File: config.mk
export PLATFORM = sky130hd
export DESIGN_NAME = addr_gen_stage_flat
export DESIGN_NICKNAME = d
export VERILOG_FILES = /design/src/rtl/lc3_pkg.sv /design/src/rtl/addr_gen_stage_if.sv /design/src/rtl/cc_reg.sv /design/src/rtl/addr_gen_stage.sv /design/src/flat_wrapper.sv
export SDC_FILE = /design/constraint.sdc
export NUM_CORES = 1
export LEC_CHECK = 0
export CORE_MARGIN = 1
export CORE_UTILIZATION = 50
export DETAILED_ROUTE_END_ITERATION = 16
export PLACE_DENSITY = 0.93
export SLEW_MARGIN = 10
export SYNTH_ARGS = -nofsm -noshare
export SYNTH_HDL_FRONTEND = slang
export SYNTH_SLANG_ARGS = --single-unit
File: constraint.sdc
create_clock -name Clk -period 7.15 [get_ports Clk]
set_input_delay 0.715 -clock Clk [delete_from_list [all_inputs] [get_ports Clk]]
set_output_delay 0.715 -clock Clk [all_outputs]
set_load 0.1 [all_outputs]
File: src/rtl/lc3_pkg.sv
// rtl/lc3_pkg.sv - shared LC-3 datapath types and widths
package lc3_pkg;

  localparam int WORD_W = 16;

  typedef enum logic {
    ADDR1_PC    = 1'b0,
    ADDR1_BASER = 1'b1
  } addr1_sel_e;

  typedef enum logic [1:0] {
    ADDR2_ZERO  = 2'b00,
    ADDR2_OFF6  = 2'b01,
    ADDR2_OFF9  = 2'b10,
    ADDR2_OFF11 = 2'b11
  } addr2_sel_e;

endpackage

File: src/rtl/addr_gen_stage_if.sv
// rtl/addr_gen_stage_if.sv - upstream/downstream bus of the address-generation stage
interface addr_gen_stage_if;
  import lc3_pkg::*;

  logic              InValid;
  logic              InReady;
  logic [WORD_W-1:0] IR;
  logic [WORD_W-1:0] PC;
  logic [WORD_W-1:0] BaseR;
  addr1_sel_e        Addr1Sel;
  addr2_sel_e        Addr2Sel;
  logic              BrCheck;
  logic              CCLoad;
  logic [WORD_W-1:0] CCValue;
  logic              OutValid;
  logic              OutReady;
  logic [WORD_W-1:0] Addr;
  logic              Taken;

  modport master (
    output InValid, IR, PC, BaseR, Addr1Sel, Addr2Sel, BrCheck, CCLoad, CCValue, OutReady,
    input  InReady, OutValid, Addr, Taken
  );

  modport slave (
    input  InValid, IR, PC, BaseR, Addr1Sel, Addr2Sel, BrCheck, CCLoad, CCValue, OutReady,
    output InReady, OutValid, Addr, Taken
  );

endinterface

File: src/rtl/cc_reg.sv
// rtl/cc_reg.sv - NZP condition-code register, loaded from the value written to DR
module cc_reg
  import lc3_pkg::*;
#(
  parameter logic [2:0] NZP_RESET = 3'b010
) (
  input  logic              Clk,
  input  logic              Reset_n,
  input  logic              CCLoad,
  input  logic [WORD_W-1:0] CCValue,
  output logic [2:0]        NZP
);

  logic is_neg;
  logic is_zero;

  assign is_neg  = CCValue[WORD_W-1];
  assign is_zero = (CCValue == '0);

  always_ff @(posedge Clk or negedge Reset_n) begin
    if (!Reset_n) begin
      NZP <= NZP_RESET;
    end else if (CCLoad) begin
      NZP <= {is_neg, is_zero, ~is_neg & ~is_zero};
    end
  end

endmodule

File: src/rtl/addr_gen_stage.sv
// rtl/addr_gen_stage.sv - base+offset address generation and BR evaluation, 2-stage valid/ready pipe
module addr_gen_stage
  import lc3_pkg::*;
#(
  parameter logic [2:0] NZP_RESET = 3'b010
) (
  input logic              Clk,
  input logic              Reset_n,
  addr_gen_stage_if.slave  bus
);

  logic [2:0]        nzp;
  logic              adv1;
  logic              adv2;
  logic              accept;
  logic [WORD_W-1:0] base_sel;
  logic [WORD_W-1:0] off_sel;
  logic              taken_in;
  logic              s1V;
  logic [WORD_W-1:0] s1_base;
  logic [WORD_W-1:0] s1_off;
  logic              s1_taken;
  logic              s2V;
  logic [WORD_W-1:0] addr_q;
  logic              taken_q;
  logic              unused_ir;

  cc_reg #(.NZP_RESET(NZP_RESET)) u_cc_reg (
    .Clk     (Clk),
    .Reset_n (Reset_n),
    .CCLoad  (bus.CCLoad),
    .CCValue (bus.CCValue),
    .NZP     (nzp)
  );

  assign unused_ir = ^bus.IR[15:12];

  // Stage 2 frees when empty or popping; stage 1 frees when empty or stage 2 frees.
  assign adv2   = ~s2V | bus.OutReady;
  assign adv1   = ~s1V | adv2;
  assign accept = bus.InValid & adv1;

  always_comb begin
    base_sel = (bus.Addr1Sel == ADDR1_BASER) ? bus.BaseR : bus.PC;
    off_sel  = '0;
    case (bus.Addr2Sel)
      ADDR2_OFF6:  off_sel = {{10{bus.IR[5]}},  bus.IR[5:0]};
      ADDR2_OFF9:  off_sel = {{7{bus.IR[8]}},   bus.IR[8:0]};
      ADDR2_OFF11: off_sel = {{5{bus.IR[10]}},  bus.IR[10:0]};
      default:     off_sel = '0;
    endcase
    taken_in = bus.BrCheck & |(bus.IR[11:9] & nzp);
  end

  always_ff @(posedge Clk or negedge Reset_n) begin
    if (!Reset_n) begin
      s1V      <= 1'b0;
      s1_base  <= '0;
      s1_off   <= '0;
      s1_taken <= 1'b0;
    end else if (adv1) begin
      s1V <= bus.InValid;
      if (accept) begin
        s1_base  <= base_sel;
        s1_off   <= off_sel;
        s1_taken <= taken_in;
      end
    end
  end

  // Carry out of the add is dropped so addresses wrap modulo 2^16.
  always_ff @(posedge Clk or negedge Reset_n) begin
    if (!Reset_n) begin
      s2V     <= 1'b0;
      addr_q  <= '0;
      taken_q <= 1'b0;
    end else if (adv2) begin
      s2V <= s1V;
      if (s1V) begin
        addr_q  <= s1_base + s1_off;
        taken_q <= s1_taken;
      end
    end
  end

  assign bus.InReady  = adv1;
  assign bus.OutValid = s2V;
  assign bus.Addr     = addr_q;
  assign bus.Taken    = taken_q;

endmodule

File: src/flat_wrapper.sv
// flat-port wrapper written by rule: the top's interface ports become plain ports
module addr_gen_stage_flat import lc3_pkg::*;
#(
  parameter logic [2:0] NZP_RESET = 3'b010
)
  (Clk, Reset_n, bus_InValid, bus_IR, bus_PC, bus_BaseR, bus_Addr1Sel, bus_Addr2Sel, bus_BrCheck, bus_CCLoad, bus_CCValue, bus_OutReady, bus_InReady, bus_OutValid, bus_Addr, bus_Taken);
  addr_gen_stage_if bus_i ();
  input logic Clk;
  input logic Reset_n;
  input wire logic [$bits(bus_i.InValid)-1:0] bus_InValid;
  input wire logic [$bits(bus_i.IR)-1:0] bus_IR;
  input wire logic [$bits(bus_i.PC)-1:0] bus_PC;
  input wire logic [$bits(bus_i.BaseR)-1:0] bus_BaseR;
  input wire logic [$bits(bus_i.Addr1Sel)-1:0] bus_Addr1Sel;
  input wire logic [$bits(bus_i.Addr2Sel)-1:0] bus_Addr2Sel;
  input wire logic [$bits(bus_i.BrCheck)-1:0] bus_BrCheck;
  input wire logic [$bits(bus_i.CCLoad)-1:0] bus_CCLoad;
  input wire logic [$bits(bus_i.CCValue)-1:0] bus_CCValue;
  input wire logic [$bits(bus_i.OutReady)-1:0] bus_OutReady;
  output wire logic [$bits(bus_i.InReady)-1:0] bus_InReady;
  output wire logic [$bits(bus_i.OutValid)-1:0] bus_OutValid;
  output wire logic [$bits(bus_i.Addr)-1:0] bus_Addr;
  output wire logic [$bits(bus_i.Taken)-1:0] bus_Taken;
  assign bus_i.InValid = bus_InValid;
  assign bus_i.IR = bus_IR;
  assign bus_i.PC = bus_PC;
  assign bus_i.BaseR = bus_BaseR;
  assign bus_i.Addr1Sel = bus_Addr1Sel;
  assign bus_i.Addr2Sel = bus_Addr2Sel;
  assign bus_i.BrCheck = bus_BrCheck;
  assign bus_i.CCLoad = bus_CCLoad;
  assign bus_i.CCValue = bus_CCValue;
  assign bus_i.OutReady = bus_OutReady;
  assign bus_InReady = bus_i.InReady;
  assign bus_OutValid = bus_i.OutValid;
  assign bus_Addr = bus_i.Addr;
  assign bus_Taken = bus_i.Taken;
  addr_gen_stage #(.NZP_RESET(NZP_RESET)) u_core (.Clk(Clk), .Reset_n(Reset_n), .bus(bus_i));
endmodule
==> results of run 1 <==
==> logic make-up (layout without fill, tap and decap cells) <==
kind of cell / Yosys count / count (layout) / share of synthesized area, %
mux: 19 / 19 / 6.96
flops: 50 / 50 / 44.9
fa+ha+maj: 16 / 16 / 7.45
xor+xnor: 9 / 9 / 2.83
buf+inv: 19 / 101 / 2.60
simple gates: 103 / 103 / 16.3
compound gates: 88 / 88 / 18.9
==> flip-flops by register name (all words and copies together) (netlist names) <==
signal               count
u_core.s1_base          16
u_core.bus.OutValid      1
u_core.bus.Taken         1
u_core.bus.Addr         16
u_core.s1V               1
u_core.s1_taken          1
u_core.s1_off           11
u_core.u_cc_reg.NZP      3
==> stage by stage <==
step	cell area [sq um]	util, %
after floorplan	2790	-
after global placement	3690	70.5
after detailed placement	3690	70.5
after CTS	3780	72.2
after global routing	3780	72.2
final	3780	72.2
==> per-layer routing <==
layer	wire (microns)	vias up	share of wire, %
met5	0	-	0
met4	64	0	0.98
met3	315	8	4.8
met2	3270	76	50
met1	2890	1180	44
li1	-	1249	-
==> report_power, final <==
group	internal [mW]	total, mW	leakage (nW)	switching, mW
registers	0.345	0.384	0.614	0.0386
clock network	0.0692	0.163	0.0452	0.0934
logic	0.188	0.636	1.02	0.448
==> layout by cell type (no fill, tap or decap), types with 4 or more instances in the layout <==
master and instances:
nor4_1 7, o31ai_1 4, mux2i_1 16, a21o_1 6, xor2_1 5, nand2_1 65, clkbuf_8 5, clkdlybuf4s50_1 86
inv_1 5, nor2_1 9, o21ai_0 42, nand4_1 5, ha_1 15, a21oi_1 18, nand3_1 4, dfrtp_1 49
xnor2_1 4
==> cell type report <==
class / count / share of cell area, %
sequential: 50 / 33.1
inverter: 5 / 0.496
timing repair buffer: 88 / 23.1
tap: 70 / 2.32
clock inverter: 2 / 0.364
clock buffer: 6 / 1.92
multi-input combinational: 235 / 38.7
==> worst max path at each step <==
stage,endpoint,slack (ns),cells past startpoint
2_1_floorplan,u_core.s1_base[13]$_DFFE_PN0P_,4.35,6
3_3_place_gp,bus_InReady,3.97,4
3_5_place_dp,bus_InReady,3.96,4
4_1_cts,bus_InReady,3.95,4
5_1_grt,bus_InReady,3.89,4
6_report,bus_InReady,3.94,4
==> cells in the mapped netlist (3+ instances only) <==
cell type / number
nand2_1: 65
dfrtp_1: 49
o21ai_0: 42
a21oi_1: 18
mux2i_1: 16
ha_1: 15
clkbuf_1: 11
nor2_1: 9
nor4_1: 7
a21o_1: 6
inv_1: 5
nand4_1: 5
xor2_1: 5
nand3_1: 4
o31ai_1: 4
xnor2_1: 4
mux2_2: 3
nand2b_1: 3
==> worst reg2reg max path: stages (launching register included) <==
cell and delay [ns]:
dfrtp_1 0.39, ha_1 0.27, fa_1 0.43, a21o_1 0.22, a221oi_2 0.41, nor4_1 0.16
o31a_1 0.32, o31ai_1 0.21
==> impl_metrics.yaml, run 1 <==
synth:
  yosysTopAreaCell: "dfrtp_1"
  synth-edff-count: 0
  syn_nets: 393
  synthFlopType: "dfrtp_1"
  seq_area_frac_synth_pct: 44.9
  synth_top_area_share_pct: 44.0
  yosys_warnings: 0
  yosys-top-cells-area: "dfrtp_1, nand2_1, o21ai_0"
  avgSynthCellArea_sq_um: 9.17
  ys_async_sr_fraction_pct: 100
  synthCells: 304
  synth_seq_cells: 50
  synth_cell_types: 44
  syn_area_sq_um: 2790
grt:
  grt.total_usage_pct: 23.9
  grt_pass1_vias: 2454
  busiest_layer: "met2"
  antenna_found_initial: 0
  grt_remaining_overflow: 0
  use_met3_pct: 5.24
  grt_pass1_wl_microns: 11100
  met2_usage_pct: 40.5
  met1_usage_pct: 30.8
  grt_max_degree: 57
detailed_routing:
  wl_per_cell_microns: 14.3
  detail_route.iter0.violations: 132
  first_pass_iters: 4
  vias: 2513
  ant_nets: 0
  drc: 0
  viasPerCell: 5.51
  wirelength_microns: 6540
min_path:
  hold_path.class: "flip-flop to flip-flop"
  min_path_cells: 2
  holdCritStartpoint: "u_core.bus.Addr[12]$_DFFE_PN0P_"
  whs_endpoint: "u_core.bus.Addr[12]$_DFFE_PN0P_"
critical_path:
  worstSetupPathType: "input pin to output pin"
  slowest_delay_ns: 1.14
  worstPathRequired_ns: 6.43
  critPathMostFrequentCell: "clkdlybuf4s50_1"
  r2r_end: "u_core.bus.Addr[14]$_DFFE_PN0P_"
  crit_chain: "clkdlybuf4s50_1 > nor2b_1 > nand2_1 > clkdlybuf4s50_1"
  worstSetupStartpoint: "bus_OutReady"
  worst_r2r_path_depth: 7
  cp.arrival_ns: 2.49
  rr_startpoint: "u_core.s1_off[0]$_DFFE_PN0P_"
  critPathCaptureType: "output pin"
  r2r_setup_slack_ns: 4.65
  crit_buf_inv: 2
  critPathSlowestCell: "clkdlybuf4s50_1"
  cp_max_fo: 3
  path_delay_family: "buffers and inverters"
  cp-start-kind: "input pin"
timing:
  fmax_mhz: 312
  worstMarginPinSlew_ns: 1.08
  finalHoldViolations: 0
  setup_viol: 0
  rsz0062_at_grt: "no"
  finalCritPeriodShare_pct: 44.9
  finalClockSkew_ns: 0.00405
  fin_ws_ns: 3.94
  slew_viol_final: 0
  period_needed_ns: 3.21
  slew-limit-headroom_pct: 28.1
  hold_slack_ns: 0.481
  fin_setup_tns_ns: 0
placement:
  place_hpwl_microns: 5170
  place_ws_ns: 3.96
  place.gp.congestion: 0.839
  dp.cells: 448
  portBuffers: 87
cts:
  cts_tree: "built"
  cts_setup_buffers: 0
  cts_resized: 0
  postCtsHoldBufs: 0
  cts_buffer_depth: 2
  htreeDepth: 2
  cts_root_buf: "clkbuf_8"
  cts_made_buffers: 5
  clkLatencyLatePin_ns: 0.30
  clk_pin_slew_worst_paths_ns: 0.09
  clock_sinks: 50
layout:
  antenna_cells: 0
  syn_to_final_growth_pct: 35.6
  stdcell_count: 456
  final_nets: 474
  regArea_sq_um: 1250
  fillers: 389
  drive_gt1_share_pct: 3.89
  multi_input_area_sq_um: 1460
floorplan:
  io_pins: 92
  die_w_microns: 76.7
  initial_core_util_pct: 53.2
  row_count: 26
  core_area_sq_um: 5240
  die_area_sq_um: 5880
  die_h_microns: 76.7
power:
  powerDensity_nw_per_um2: 313
  p_leak_nw: 1.68
  power_mw: 1.18
  ir_drop_uv: 227
flow_run:
  drv_cap: 0
outcome:
  status: "complete, no violations"
(Power assumes the default switching activity.)
==> run 2, diff against run 1 <==
CORE_UTILIZATION = 46   (was 50)
PLACE_DENSITY = 0.87   (was 0.93)
clock period = 3.35 ns   (was 7.15 ns; I/O delays follow)
==> impl_metrics.yaml, run 2 (synthesized netlist as in run 1, its figures left out) <==
floorplan:
  initial_core_util_pct: 49.1
  die_area_sq_um: 6380
  die_h_microns: 79.8
  io_pins: 92
  row_count: 27
  core_area_sq_um: 5680
  die_w_microns: 79.8
grt:
  antenna_found_initial: 0
  use_met3_pct: 4.34
  grt_remaining_overflow: 0
  busiest_layer: "met2"
  grt_max_degree: 51
  grt_pass1_wl_microns: 11100
  met1_usage_pct: 28.9
  met2_usage_pct: 37.9
  grt_pass1_vias: 2499
  grt.total_usage_pct: 22.5
flow_run:
  drv_cap: 0
placement:
  portBuffers: 87
  dp.cells: 450
  place_hpwl_microns: 5040
  place.gp.congestion: 0.922
layout:
  syn_to_final_growth_pct: 35.6
  antenna_cells: 0
  final_common_cell: "clkdlybuf4s50_1"
  drive_gt1_share_pct: 4.15
  stdcell_count: 458
  final_nets: 474
  regArea_sq_um: 1250
  fillers: 458
  mostFrequentLayoutCells: "clkdlybuf4s50_1, nand2_1, dfrtp_1"
  multi_input_area_sq_um: 1460
timing:
  slew_viol_final: 0
  hold_slack_ns: 0.229
  finalCritPeriodShare_pct: 73.6
  worstMarginPinSlew_ns: 1.08
  setup_viol: 0
  fmax_mhz: 405
  finalClockSkew_ns: 0.00528
  finalHoldViolations: 0
  rsz0062_at_grt: "no"
  period_needed_ns: 2.47
  fin_setup_tns_ns: 0
  slew-limit-headroom_pct: 28.3
cts:
  clk_pin_slew_worst_paths_ns: 0.09
  cts_made_buffers: 5
  cts_root_buf: "clkbuf_8"
  cts_buffer_depth: 2
  clock_sinks: 50
  htreeDepth: 2
  cts_resized: 0
  cts_setup_buffers: 0
  clkLatencyLatePin_ns: 0.30
  cts_tree: "built"
  postCtsHoldBufs: 0
critical_path:
  critPathCaptureType: "flip-flop"
  cp_max_fo: 5
  worstSetupPathType: "flip-flop to flip-flop"
  r2r_setup_slack_ns: 0.88
  cp.arrival_ns: 2.67
  path_delay_family: "compound AO/OA/AOI/OAI gates"
  worstSetupStartpoint: "u_core.s1_off[0]$_DFFE_PN0P_"
  slowest_delay_ns: 0.42
  cp-start-kind: "flip-flop"
  crit_buf_inv: 0
  rr_startpoint: "u_core.s1_off[0]$_DFFE_PN0P_"
  worstPathRequired_ns: 3.56
  crit_chain: "ha_1 > fa_1 > a21o_1 > a221oi_2 > nor4_1 > o31a_1 > o31ai_1"
  critPathSlowestCell: "fa_1"
detailed_routing:
  first_pass_iters: 4
  wl_per_cell_microns: 14.0
  wirelength_microns: 6410
  viasPerCell: 5.58
  detail_route.iter0.violations: 121
  drc: 0
  vias: 2557
  ant_nets: 0
power:
  powerDensity_nw_per_um2: 665
  ir_drop_uv: 503
  p_leak_nw: 1.68
min_path:
  hold_path.class: "input pin to asynchronous set/reset pin"
outcome:
  status: "complete, no violations"
## run 2: cell count changes in the layout (fill, tap and decap cells not counted), sizes merged
| cell | change |
|---|---|
| buf | +1 |
| clkdlybuf4s50 | -1 |
## run 2: worst register-to-register path: stages, from the launching register on
cell,delay [ns]
dfrtp_1,0.39
ha_1,0.26
fa_1,0.42
a21o_1,0.23
a221oi_2,0.40
nor4_1,0.15
o31a_1,0.31
o31ai_1,0.22
## run 2: routing by layer
layer	part of all wire, %	up-vias
li1	-	1249
met1	42	1181
met2	49	109
met3	6.7	18
met4	2.1	0
met5	0	-
## run 2: layout make-up
class	instances	share of cell area, %
flip-flops and latches	50	33.1
clock inverters	2	0.364
well taps	72	2.38
inverters	5	0.496
clock buffers	6	1.92
repair buffers	88	23.0
multi-input cells	235	38.7
## run 2: path summary, 6_finish.rpt
kind,cells after the start,to
max,7,u_core.bus.Addr[14]$_DFFE_PN0P_
min,1,u_core.bus.Addr[14]$_DFFE_PN0P_
max reg2reg,7,u_core.bus.Addr[14]$_DFFE_PN0P_
min reg2reg,2,u_core.bus.Addr[12]$_DFFE_PN0P_
max in group asynchronous,1,u_core.s1_base[3]$_DFFE_PN0P_
min in group Clk,2,u_core.bus.Addr[12]$_DFFE_PN0P_
## run 2: where the power goes
part	internal [mW]	switching [mW]
Clock	0.148	0.196
Combinational	0.400	0.958
Sequential	0.736	0.0783
## run 2: through the flow
| stage | util (%) | worst slack (ns) | instance area (sq um) | total power, mW |
|---|---|---|---|---|
| finish | 66.6 | 0.883 | 3780 | 2.52 |
| global placement | 65.1 | 0.938 | 3690 | 2.15 |
| CTS | 66.6 | 0.890 | 3780 | 2.52 |
| detailed placement | 65.1 | 0.904 | 3690 | 2.18 |
| global route | 66.6 | 0.714 | 3780 | 2.65 |
| floorplan | - | 0.553 | 2790 | 1.81 |
==> run 3, diff against run 2 <==
CORE_UTILIZATION = 42   (was 46)
PLACE_DENSITY = 0.84   (was 0.87)
clock period = 2 ns   (was 3.35 ns; I/O delays follow)
==> impl_metrics.yaml, run 3 (synthesized netlist as in run 1, its figures left out) <==
outcome:
  status: "finished with violations"
  failed_checks: "setup timing"
layout:
  final_nets: 491
  stdcell_count: 480
  fin_area_sq_um: 4060
  mostFrequentLayoutCells: "clkdlybuf4s50_1, nand2_1, dfrtp_1"
  drive_gt1_share_pct: 16.6
  antenna_cells: 0
  syn_to_final_growth_pct: 45.6
  final_common_cell: "clkdlybuf4s50_1"
timing:
  hold_slack_ns: 0.405
  slew-limit-headroom_pct: 64.4
  fin_ws_ns: -0.0939
  slew_viol_final: 0
  finalClockSkew_ns: 0.0150
  period_needed_ns: 2.09
  finalHoldViolations: 0
  rsz0062_at_grt: "yes"
  setup_viol: 3
  worstMarginPinSlew_ns: 0.535
  finalCritPeriodShare_pct: 105
  fmax_mhz: 478
grt:
  grt_max_degree: 57
  grt_pass1_wl_microns: 11100
  antenna_found_initial: 0
  grt.total_usage_pct: 19.6
  grt_remaining_overflow: 0
  grt_pass1_vias: 2392
critical_path:
  cp.arrival_ns: 2.30
  worstSetupPathType: "flip-flop to flip-flop"
  cp_max_fo: 5
  cp-start-kind: "flip-flop"
  critPathCaptureType: "flip-flop"
  worstPathRequired_ns: 2.21
cts:
  clk_pin_slew_worst_paths_ns: 0.09
  cts_root_buf: "clkbuf_8"
  clkLatencyLatePin_ns: 0.31
  cts_buffer_depth: 2
  cts_made_buffers: 5
  htreeDepth: 2
  clock_sinks: 50
  cts_tree: "built"
floorplan:
  row_count: 29
  core_area_sq_um: 6390
  die_area_sq_um: 6970
  die_h_microns: 83.5
  die_w_microns: 83.5
  initial_core_util_pct: 43.7
  io_pins: 92
power:
  ir_drop_uv: 1030
  power_mw: 4.38
  p_leak_nw: 1.81
  powerDensity_nw_per_um2: 1080
placement:
  portBuffers: 87
  place_ws_ns: -0.141
  place_hpwl_microns: 5170
  dp.cells: 467
  place.gp.congestion: 0.902
  dpl-instance-area_sq_um: 3840
detailed_routing:
  detail_route.iter0.violations: 100
  first_pass_iters: 4
  viasPerCell: 5.28
  wirelength_microns: 6560
  wl_per_cell_microns: 13.7
  vias: 2532
  ant_nets: 0
  drc: 0
flow_run:
  drv_cap: 0
min_path:
  hold_path.class: "input pin to asynchronous set/reset pin"
run 3: cell count changes in the layout (fill, tap and decap cells not counted), moves of 2 or more:
cell	previous run	this run
buf_6	0	2
ha_4	0	5
o21ai_1	1	4
buf_12	0	4
clkdlybuf4s50_1	85	67
ha_1	15	9
o21ai_0	42	39
buf_4	2	30
o31ai_1	4	2
o31ai_2	0	2
run 3: layout make-up:
cell class,count,area [sq um]
clock buffer,7,76.3
clock inverter,1,7.51
fill,541,2330
inverter,5,18.8
multi-input combinational,235,1590
sequential,50,1260
tap,77,96.3
timing repair buffer,105,1010
run 3: stage by stage:
step                      TNS, ns  util, %
after floorplan           -0.0243        -
after global placement     -0.139     60.2
after detailed placement   -0.572     60.2
after CTS                  -0.169     62.0
after global routing       -0.644     63.6
final                      -0.165     63.6
run 3: what timing repair did:
item,in CTS,in global routing
resized for setup,5,11
hold buffers,1,0
setup buffers,1,3
hold endpoints to repair,21,0
endpoints found under the setup margin,8,10
pin swaps,1,4
run 3: path summary, 6_finish.rpt:
path                                                     start                              end  slack (ns)  depth (start not counted)
worst max-delay path             u_core.s1_base[0]$_DFFE_PN0P_  u_core.bus.Addr[14]$_DFFE_PN0P_       -0.09                          8
worst min-delay path                                   Reset_n   u_core.s1_base[13]$_DFFE_PN0P_        0.41                          2
worst max register to register   u_core.s1_base[0]$_DFFE_PN0P_  u_core.bus.Addr[14]$_DFFE_PN0P_       -0.09                          8
worst min register to register  u_core.bus.Addr[4]$_DFFE_PN0P_   u_core.bus.Addr[4]$_DFFE_PN0P_        0.48                          2
max in group asynchronous                              Reset_n  u_core.bus.OutValid$_DFFE_PN0P_        1.05                          3
min in group Clk                                     bus_IR[1]     u_core.s1_off[1]$_DFFE_PN0P_        0.43                          3
run 3: metal layers:
layer	global-route usage, %	wire length, microns
met5	0	0
met3	3.17	333
met4	4.62	76
met2	33.5	3160
met1	26.2	2990
run 3: critical path: stages, from the launching register on:
cell,delay (ns)
dfrtp_1,0.42
ha_4,0.19
fa_2,0.35
a21o_1,0.20
a221oi_4,0.23
buf_6,0.16
nor4_2,0.05
o31a_1,0.24
o31ai_1,0.18
run 3: power by group:
| group | leakage [nW] | internal [mW] | switching [mW] | total (mW) |
|---|---|---|---|---|
| registers | 0.614 | 1.23 | 0.155 | 1.39 |
| logic | 1.16 | 0.758 | 1.65 | 2.41 |
| clock network | 0.0385 | 0.248 | 0.328 | 0.576 |
| total | 1.81 | 2.24 | 2.13 | 4.38 |
